<file path="config.mk">
export PLATFORM = sky130hd
export DESIGN_NAME = multdiv_iter
export DESIGN_NICKNAME = d
export VERILOG_FILES = /design/src/rtl/multdiv_iter.sv
export SDC_FILE = /design/constraint.sdc
export NUM_CORES = 1
export LEC_CHECK = 0
export ABC_CLOCK_PERIOD_IN_PS = 5850
export CORE_AREA = 2 2 163 165
export CTS_BUF_LIST = sky130_fd_sc_hd__clkbuf_8
export CTS_CLUSTER_SIZE = 12
export DETAILED_ROUTE_END_ITERATION = 6
export DIE_AREA = 0 0 165 167
export GPL_TIMING_DRIVEN = 0
export PLACE_DENSITY_LB_ADDON = 0.05
export SYNTH_ARGS = -nofsm -noshare
export SYNTH_HDL_FRONTEND = slang
export SYNTH_SLANG_ARGS = --single-unit
</file>
<file path="constraint.sdc">
create_clock -name clk -period 5.85 [get_ports clk]
set_clock_uncertainty 0.1 [all_clocks]
set_input_delay 0.8775 -clock clk [delete_from_list [all_inputs] [get_ports clk]]
set_output_delay 0.8775 -clock clk [all_outputs]
set_load 0.005 [all_outputs]
</file>
<file path="src/rtl/multdiv_iter.sv">
// Iterative signed multiply (radix-2 Booth) / divide (restoring), one step per cycle, 34-cycle issue interval.
// Define MULTDIV_DIV_EN to build the divider; without it a DIV start faults (result 0, exception 1) after one cycle.
module multdiv_iter #(
  parameter int WIDTH    = 32,
  parameter int CNT_BITS = 6
) (
  input  logic             clk,
  input  logic             clr_n,
  input  logic             ctrl_MULT,
  input  logic             ctrl_DIV,
  input  logic [WIDTH-1:0] data_operandA,
  input  logic [WIDTH-1:0] data_operandB,
  output logic [WIDTH-1:0] data_result,
  output logic             data_exception,
  output logic             data_resultRDY,
  output logic             busy
);

  typedef enum logic [1:0] {IDLE, MUL, DIV, DONE} state_t;

  state_t              state;
  logic [CNT_BITS-1:0] count;
  logic                op_div;

  // Booth accumulator layout: {hi, lo, q-1}; lo starts as the multiplier.
  logic [2*WIDTH:0]    acc;
  logic [WIDTH-1:0]    mcand;
  logic [WIDTH:0]      booth_sum;
  logic [2*WIDTH:0]    booth_next;
  logic [2*WIDTH-1:0]  product;
  logic                mul_ovf;

  // hi is sign-extended to WIDTH+1 so adding/subtracting the most negative multiplicand cannot overflow
  always_comb begin
    booth_sum = {acc[2*WIDTH], acc[2*WIDTH:WIDTH+1]};
    case (acc[1:0])
      2'b01:   booth_sum = {acc[2*WIDTH], acc[2*WIDTH:WIDTH+1]} + {mcand[WIDTH-1], mcand};
      2'b10:   booth_sum = {acc[2*WIDTH], acc[2*WIDTH:WIDTH+1]} - {mcand[WIDTH-1], mcand};
      default: booth_sum = {acc[2*WIDTH], acc[2*WIDTH:WIDTH+1]};
    endcase
    booth_next = {booth_sum, acc[WIDTH:1]};
  end

  assign product = acc[2*WIDTH:1];
  assign mul_ovf = !((&product[2*WIDTH-1:WIDTH-1]) || !(|product[2*WIDTH-1:WIDTH-1]));

`ifdef MULTDIV_DIV_EN
  logic [WIDTH-1:0] rem, quo, dvsr;
  logic             q_neg, div_zero, div_ovf;
  logic [WIDTH-1:0] mag_a, mag_b;
  logic [WIDTH:0]   shifted, diff;
  logic [WIDTH-1:0] rem_next, quo_next;

  assign mag_a = data_operandA[WIDTH-1] ? -data_operandA : data_operandA;
  assign mag_b = data_operandB[WIDTH-1] ? -data_operandB : data_operandB;

  always_comb begin
    shifted = {rem, quo[WIDTH-1]};
    diff    = shifted - {1'b0, dvsr};
    if (diff[WIDTH]) begin
      rem_next = shifted[WIDTH-1:0];
      quo_next = {quo[WIDTH-2:0], 1'b0};
    end else begin
      rem_next = diff[WIDTH-1:0];
      quo_next = {quo[WIDTH-2:0], 1'b1};
    end
  end
`endif

  always_ff @(posedge clk or negedge clr_n) begin
    if (!clr_n) begin
      state          <= IDLE;
      count          <= '0;
      op_div         <= 1'b0;
      acc            <= '0;
      mcand          <= '0;
      data_result    <= '0;
      data_exception <= 1'b0;
      data_resultRDY <= 1'b0;
      busy           <= 1'b0;
`ifdef MULTDIV_DIV_EN
      rem            <= '0;
      quo            <= '0;
      dvsr           <= '0;
      q_neg          <= 1'b0;
      div_zero       <= 1'b0;
      div_ovf        <= 1'b0;
`endif
    end else begin
      data_resultRDY <= 1'b0;
      case (state)
        IDLE: begin
          if (ctrl_MULT) begin
            state  <= MUL;
            busy   <= 1'b1;
            count  <= '0;
            op_div <= 1'b0;
            acc    <= {{WIDTH{1'b0}}, data_operandB, 1'b0};
            mcand  <= data_operandA;
          end else if (ctrl_DIV) begin
            busy   <= 1'b1;
            op_div <= 1'b1;
`ifdef MULTDIV_DIV_EN
            state    <= DIV;
            count    <= '0;
            rem      <= '0;
            quo      <= mag_a;
            dvsr     <= mag_b;
            q_neg    <= data_operandA[WIDTH-1] ^ data_operandB[WIDTH-1];
            div_zero <= (data_operandB == '0);
            div_ovf  <= (data_operandA == {1'b1, {(WIDTH-1){1'b0}}}) && (&data_operandB);
`else
            state    <= DONE;
`endif
          end
        end
        MUL: begin
          acc   <= booth_next;
          count <= count + 1'b1;
          if (count == CNT_BITS'(WIDTH-1)) state <= DONE;
        end
`ifdef MULTDIV_DIV_EN
        DIV: begin
          rem   <= rem_next;
          quo   <= quo_next;
          count <= count + 1'b1;
          if (count == CNT_BITS'(WIDTH-1)) state <= DONE;
        end
`endif
        DONE: begin
          state          <= IDLE;
          busy           <= 1'b0;
          data_resultRDY <= 1'b1;
          if (op_div) begin
`ifdef MULTDIV_DIV_EN
            if (div_zero) begin
              data_result    <= '0;
              data_exception <= 1'b1;
            end else begin
              data_result    <= q_neg ? -quo : quo;
              data_exception <= div_ovf;
            end
`else
            data_result    <= '0;
            data_exception <= 1'b1;
`endif
          end else begin
            data_result    <= product[WIDTH-1:0];
            data_exception <= mul_ovf;
          end
        end
        default: state <= IDLE;
      endcase
    end
  end

endmodule
</file>
---- After elaboration in Yosys (flattened, before gate mapping) ----
Cells that the tools add are included.
word-level totals
  register bits ........................... 141
  latch bits .............................. 0
  bits in writable memories ............... 0
  memory bits (read-only) ................. 0
  input port bits ......................... 68
  output and inout bits ................... 35
  logic and storage cells ................. 53
  memories ................................ 0
cells by class
  add/subtract/negate cells ............... 3
  multiply operators ...................... 0
  divide/modulo/power cells ............... 0
  order comparisons ....................... 0
  eq/ne operators ......................... 9
  shift-type cells ........................ 0
  muxes and demuxes ....................... 16
  bitwise logic cells ..................... 0
  reduce and logical (&&, ||, !) cells .... 15
operator list
  operator                                                               number
  65-bit case mux with 2 select lines                                    1
  33-bit case mux with 2 select lines                                    1
  65-bit two-way mux                                                     1
  32-bit by 32-bit adder with 33-bit output                              1
  33-bit AND reduction                                                   1
  33-bit OR reduction                                                    1
  32-bit by 32-bit subtractor with 33-bit output                         1
  32-bit two-way mux                                                     1
  6-bit case mux with 2 select lines                                     1
  2-bit AND reduction                                                    5
  6-bit by 1-bit adder with 6-bit output, second input constant          1
  6-bit by 5-bit equality test with 1-bit output, second input constant  1
  2-bit two-way mux                                                      3
  6-bit two-way mux                                                      1
  2-bit nonzero test                                                     3
  1-bit two-way mux                                                      5
  2-bit by 1-bit equality test with 1-bit output, second input constant  2
  2-bit equality test, second input constant                             2
  2-bit != test, second input constant                                   2
  2-bit case mux with 2 select lines                                     1
  3-bit by 1-bit != test with 1-bit output, second input constant        1
  3-bit != test, second input constant                                   1
  3-bit AND reduction                                                    1
  1-bit zero test                                                        2
  other kinds (3)                                                        3

---- Logic depth before layout (Yosys ltp) ----
  depth in word-level cells ............... 5
  gate-level depth with buffers ........... 18
  depth with buffers taken out ............ 17

---- Worst setup path after synthesis ----
Ideal clock, no wire load.
  path type ............................... register -> register
  from .................................... register mcand[5]
  to ...................................... register acc[61]
  setup time .............................. 131 ps
  data arrival time ....................... 3,952 ps
  required time ........................... 5,619 ps
  slack ................................... 1,668 ps
  cell stages (with the launch flop) ...... 17
  path buffers ............................ 0
  clock period less this slack ............ 4,182 ps
  cell sequence ........................... dfrtp_1 -> or4_1 -> nor3_2 -> nand2_1 -> nor3_1 -> nor3b_1 -> a21oi_1 -> xnor2_1 -> ha_1 -> a21o_1 -> a21o_1 -> a21o_1 -> a2111oi_0 -> nor3_1 -> nor3_1 -> mux2i_1 -> nand3_1
on the way
  cells in the longest elaborated chain, start to end .. 3
  elaborated cells between the ends (all ways) .. 4
  those cells by class .................... 2 x add/sub; 2 x mux
ends and longest elaborated chain
  item                                                                                                                RTL line  text
  from (decl)                                                                                                         27        logic [WIDTH-1:0] mcand;
  from (signal assigned)                                                                                              99        mcand <= data_operandA;
  32-bit by 32-bit subtractor with 33-bit output / 32-bit by 32-bit adder with 33-bit output (equally long branches)  38, 37
  33-bit case mux with 2 select lines *                                                                               36        case (acc[1:0])
  65-bit case mux with 2 select lines *                                                                               91        case (state)
  to (signal assigned)                                                                                                98        acc <= {{WIDTH{1'b0}}, data_operandB, 1'b0};
  to (signal assigned)                                                                                                118       acc <= booth_next;
  to (decl)                                                                                                           26        logic [2*WIDTH:0] acc;
Mark *: on every way between the ends. The rest lies on a longest branch, timed or not.
A chain may end at the register's enable or synchronous reset.

---- Final worst setup path ----
  from .................................... register mcand[4]
  to ...................................... register acc[60]
The elaborated chain is that of the path after synthesis.

==> results by group <==
Place
  • Dpl cells: 1449
  • Hpwl dp: 18600 µm
  • IO buf count: 102
  • Placer Congestion: 0.849

Final layout
  • Non-filler cells, final: 1481
  • Share of layout cells above drive strength 1: 0.0419
  • Fillers: 2712
  • Register Area: 0.00353 mm²
  • Area grow syn2layout: 21.6%
  • # diodes: 0
  • Multi-input logic area: 0.00481 mm²
  • Layout net count: 1237

Timing
  • Setup TNS: 0 ps
  • Fmax: 198 MHz
  • RSZ-0062 raised after global routing: false
  • Slew Viols, Final: 0
  • Final setup fails: 0
  • Final period utilization: 0.864
  • Hold slack: 317 ps
  • Tmin final: 5060 ps
  • Worst slew pin tran: 675 ps
  • Slew margin rel.: 0.550
  • Final hold violations: 0

Worst setup path
  • Kind of critical path: flop to flop
  • WP data required: 6090 ps
  • Slowest cell on crit path: nor3b_1
  • Endpoint class of the critical path: flop
  • CP Cell Sequence: or4_1, nor3_2, nand2_1, nor3_1, nor3b_1, a21oi_1, xnor2_1, ha_1, a21o_1, a21oi_1, nor2b_1, a221oi_1, o21ai_1, a21o_1, a21oi_1, mux2i_1, nand2_1
  • Most used cell, CP: a21oi_1
  • CP max FO: 6
  • CP max stage delay: 620 ps
  • Worst EP arrival: 5300 ps
  • Startpoint types: flop

Logic synthesis
  • Fraction of registers with async set/reset: 1.00
  • Synth area leaders: dfrtp_1 (41%), nand2_1 (7.0%), o21ai_0 (6.7%)
  • Most common cell in the netlist: nand2_1
  • Syn. warnings: 0
  • Sequential fraction of the synthesis area: 0.409
  • Seq cells post-synth: 141
  • EDFF count, synth: 0
  • Distinct cell type count after synthesis: 63
  • Synth cell count leaders: nand2_1 (161), dfrtp_1 (141), o21ai_0 (115)
  • Synthesized area: 0.00863 mm²
  • Ys flop type: dfrtp_1
  • Cells after Synth: 1011
  • Net Count, Synth: 1115
  • Mean Syn Cell Area: 8.54 µm²
  • Area leader, netlist: dfrtp_1
  • Post-synth top area share: 0.409

GRT
  • All-Layer GR Usage: 0.183
  • Largest net degree at the start of global routing: 72
  • Vias in the first global route: 7501
  • Initial antenna violation count: 0
  • Total gr overflow: 0
  • First-pass GRT wire length: 40100 µm

Clock network
  • Post-CTS Hold Fix Bufs: 0
  • Skew-Pair Late Insertion Delay: 450 ps
  • CTS Buf Count: 17
  • H-tree levels: 4
  • Clock buffer depth: 2
  • Root Buffer: clkbuf_8
  • Clk sinks: 141
  • Clock Pin Slew Worst Setup and Hold Paths: 100 ps
  • CTS tree: built
  • Post-CTS setup buffer count: 0
  • Post-CTS Resized: 0

Pwr
  • Static leakage: 4.48 nW
  • Power density of the placed cells: 656 mW/mm²
  • IR drop worst, VDD: 0.180 mV
  • Design Power: 6.88 mW

Route
  • Via-per-instance ratio: 5.08
  • Antenna-violating nets left: 0
  • Drt wl/cell: 16.6 µm
  • Iteration-0 DRC Markers: 484
  • Vias: 7519
  • DRT Wirelength: 24600 µm
  • DRC Markers: 0
  • DRT Pass-1 Iters: 6

Floorplanning
  • Die Span Y: 167 µm
  • IO Count: 103
  • Die width: 165 µm
  • Initial Util: 0.335
  • Core ar.: 0.0258 mm²
  • Row count: 59
  • Die Footprint: 0.0276 mm²

Min path
  • Hold Crit Class: primary input to asynchronous set/reset pin

Run
  • Max_cap viols: 0

Run status
  • Status: finished clean
[power breakdown]
part | internal, mW | switching [mW]
Clock | 0.359 | 0.462
Combinational | 1.80 | 2.39
Sequential | 1.41 | 0.465
Total | 3.57 | 3.31
[state kept, by name, indices dropped and copies added (netlist names)]
| register | count |
|---|---|
| mcand | 32 |
| acc | 65 |
| count | 6 |
| state | 2 |
| data_result | 32 |
| busy | 1 |
| op_div | 1 |
| data_resultRDY | 1 |
| data_exception | 1 |
[cells in the final DEF, fill, tap and decap left out, drive strengths merged, types with 8 or more instances in the layout]
cell type and n:
a21o 29, nand2b 35, nor4 15, and3 8, xor2 14, nand2 161, nand4 14, a21oi 87
nand3 10, clkdlybuf4s50 101, o21ai 119, nor3 19, ha 35, clkbuf 76, nor2b 37, a22o 9
inv 26, dfrtp 141, a31oi 12, a22oi 46, nor2 42, xnor2 42
[worst max-delay path, delay by kind of cell (launching register included)]
family	cells	cell delay, ps
adder cells (fa/ha/maj)	1	360
AND/OR/NAND/NOR	7	2120
XOR/XNOR	1	160
flip-flops	1	430
AO/OA/AOI/OAI	7	1540
multiplexers	1	230
[logic make-up (layout without fill, tap and decap cells)]
group | after synthesis | count (layout) | synth area share
AOI/OAI and AO/OA | 332 | 332 | 0.235
xor gates and xnor gates | 56 | 56 | 0.0568
adders and majority gates | 36 | 36 | 0.0530
buffers and inverters | 78 | 213 | 0.0345
DFF | 141 | 141 | 0.409
muxes | 6 | 6 | 0.00710
and+or+nand+nor | 362 | 362 | 0.205
[worst paths after layout]
check / from / to / slack (ps) / depth (start not counted)
worst max-delay path: mcand[4] / acc[60] / 790 / 17
worst min-delay path: clr_n / data_result[25] / 320 / 1
worst max register to register: mcand[4] / acc[60] / 790 / 17
worst min register to register: data_result[1] / data_result[1] / 380 / 2
max in group asynchronous: clr_n / acc[34] / 4500 / 2
min in group clk: data_result[1] / data_result[1] / 380 / 2
[through the flow]
step	utilization	setup WS, ps	cell area [µm²]
floorplan	-	1670	8630
global route	0.408	268	10500
detailed placement	0.392	827	10100
CTS	0.408	778	10500
finish	0.408	793	10500
global placement	0.391	-2400	10100
[routing by layer]
| layer | track usage | vias to the layer above | wire length [µm] |
|---|---|---|---|
| met2 | 0.298 | 158 | 11300 |
| met1 | 0.256 | 3481 | 12000 |
| met4 | 0.0401 | 0 | 296 |
| met5 | 0 | - | 0 |
| met3 | 0.0294 | 20 | 1000 |
| li1 | - | 3860 | - |
[area by class of cell]
cell class              instances  area share
well taps                     335      0.0399
repair buffers                103       0.100
multi-input cells             792       0.458
flip-flops and latches        141       0.336
clock buffers                  17      0.0223
plain buffers                  62      0.0226
clock inverters                15      0.0156
inverters                      16     0.00572
(Power assumes the default switching activity.)
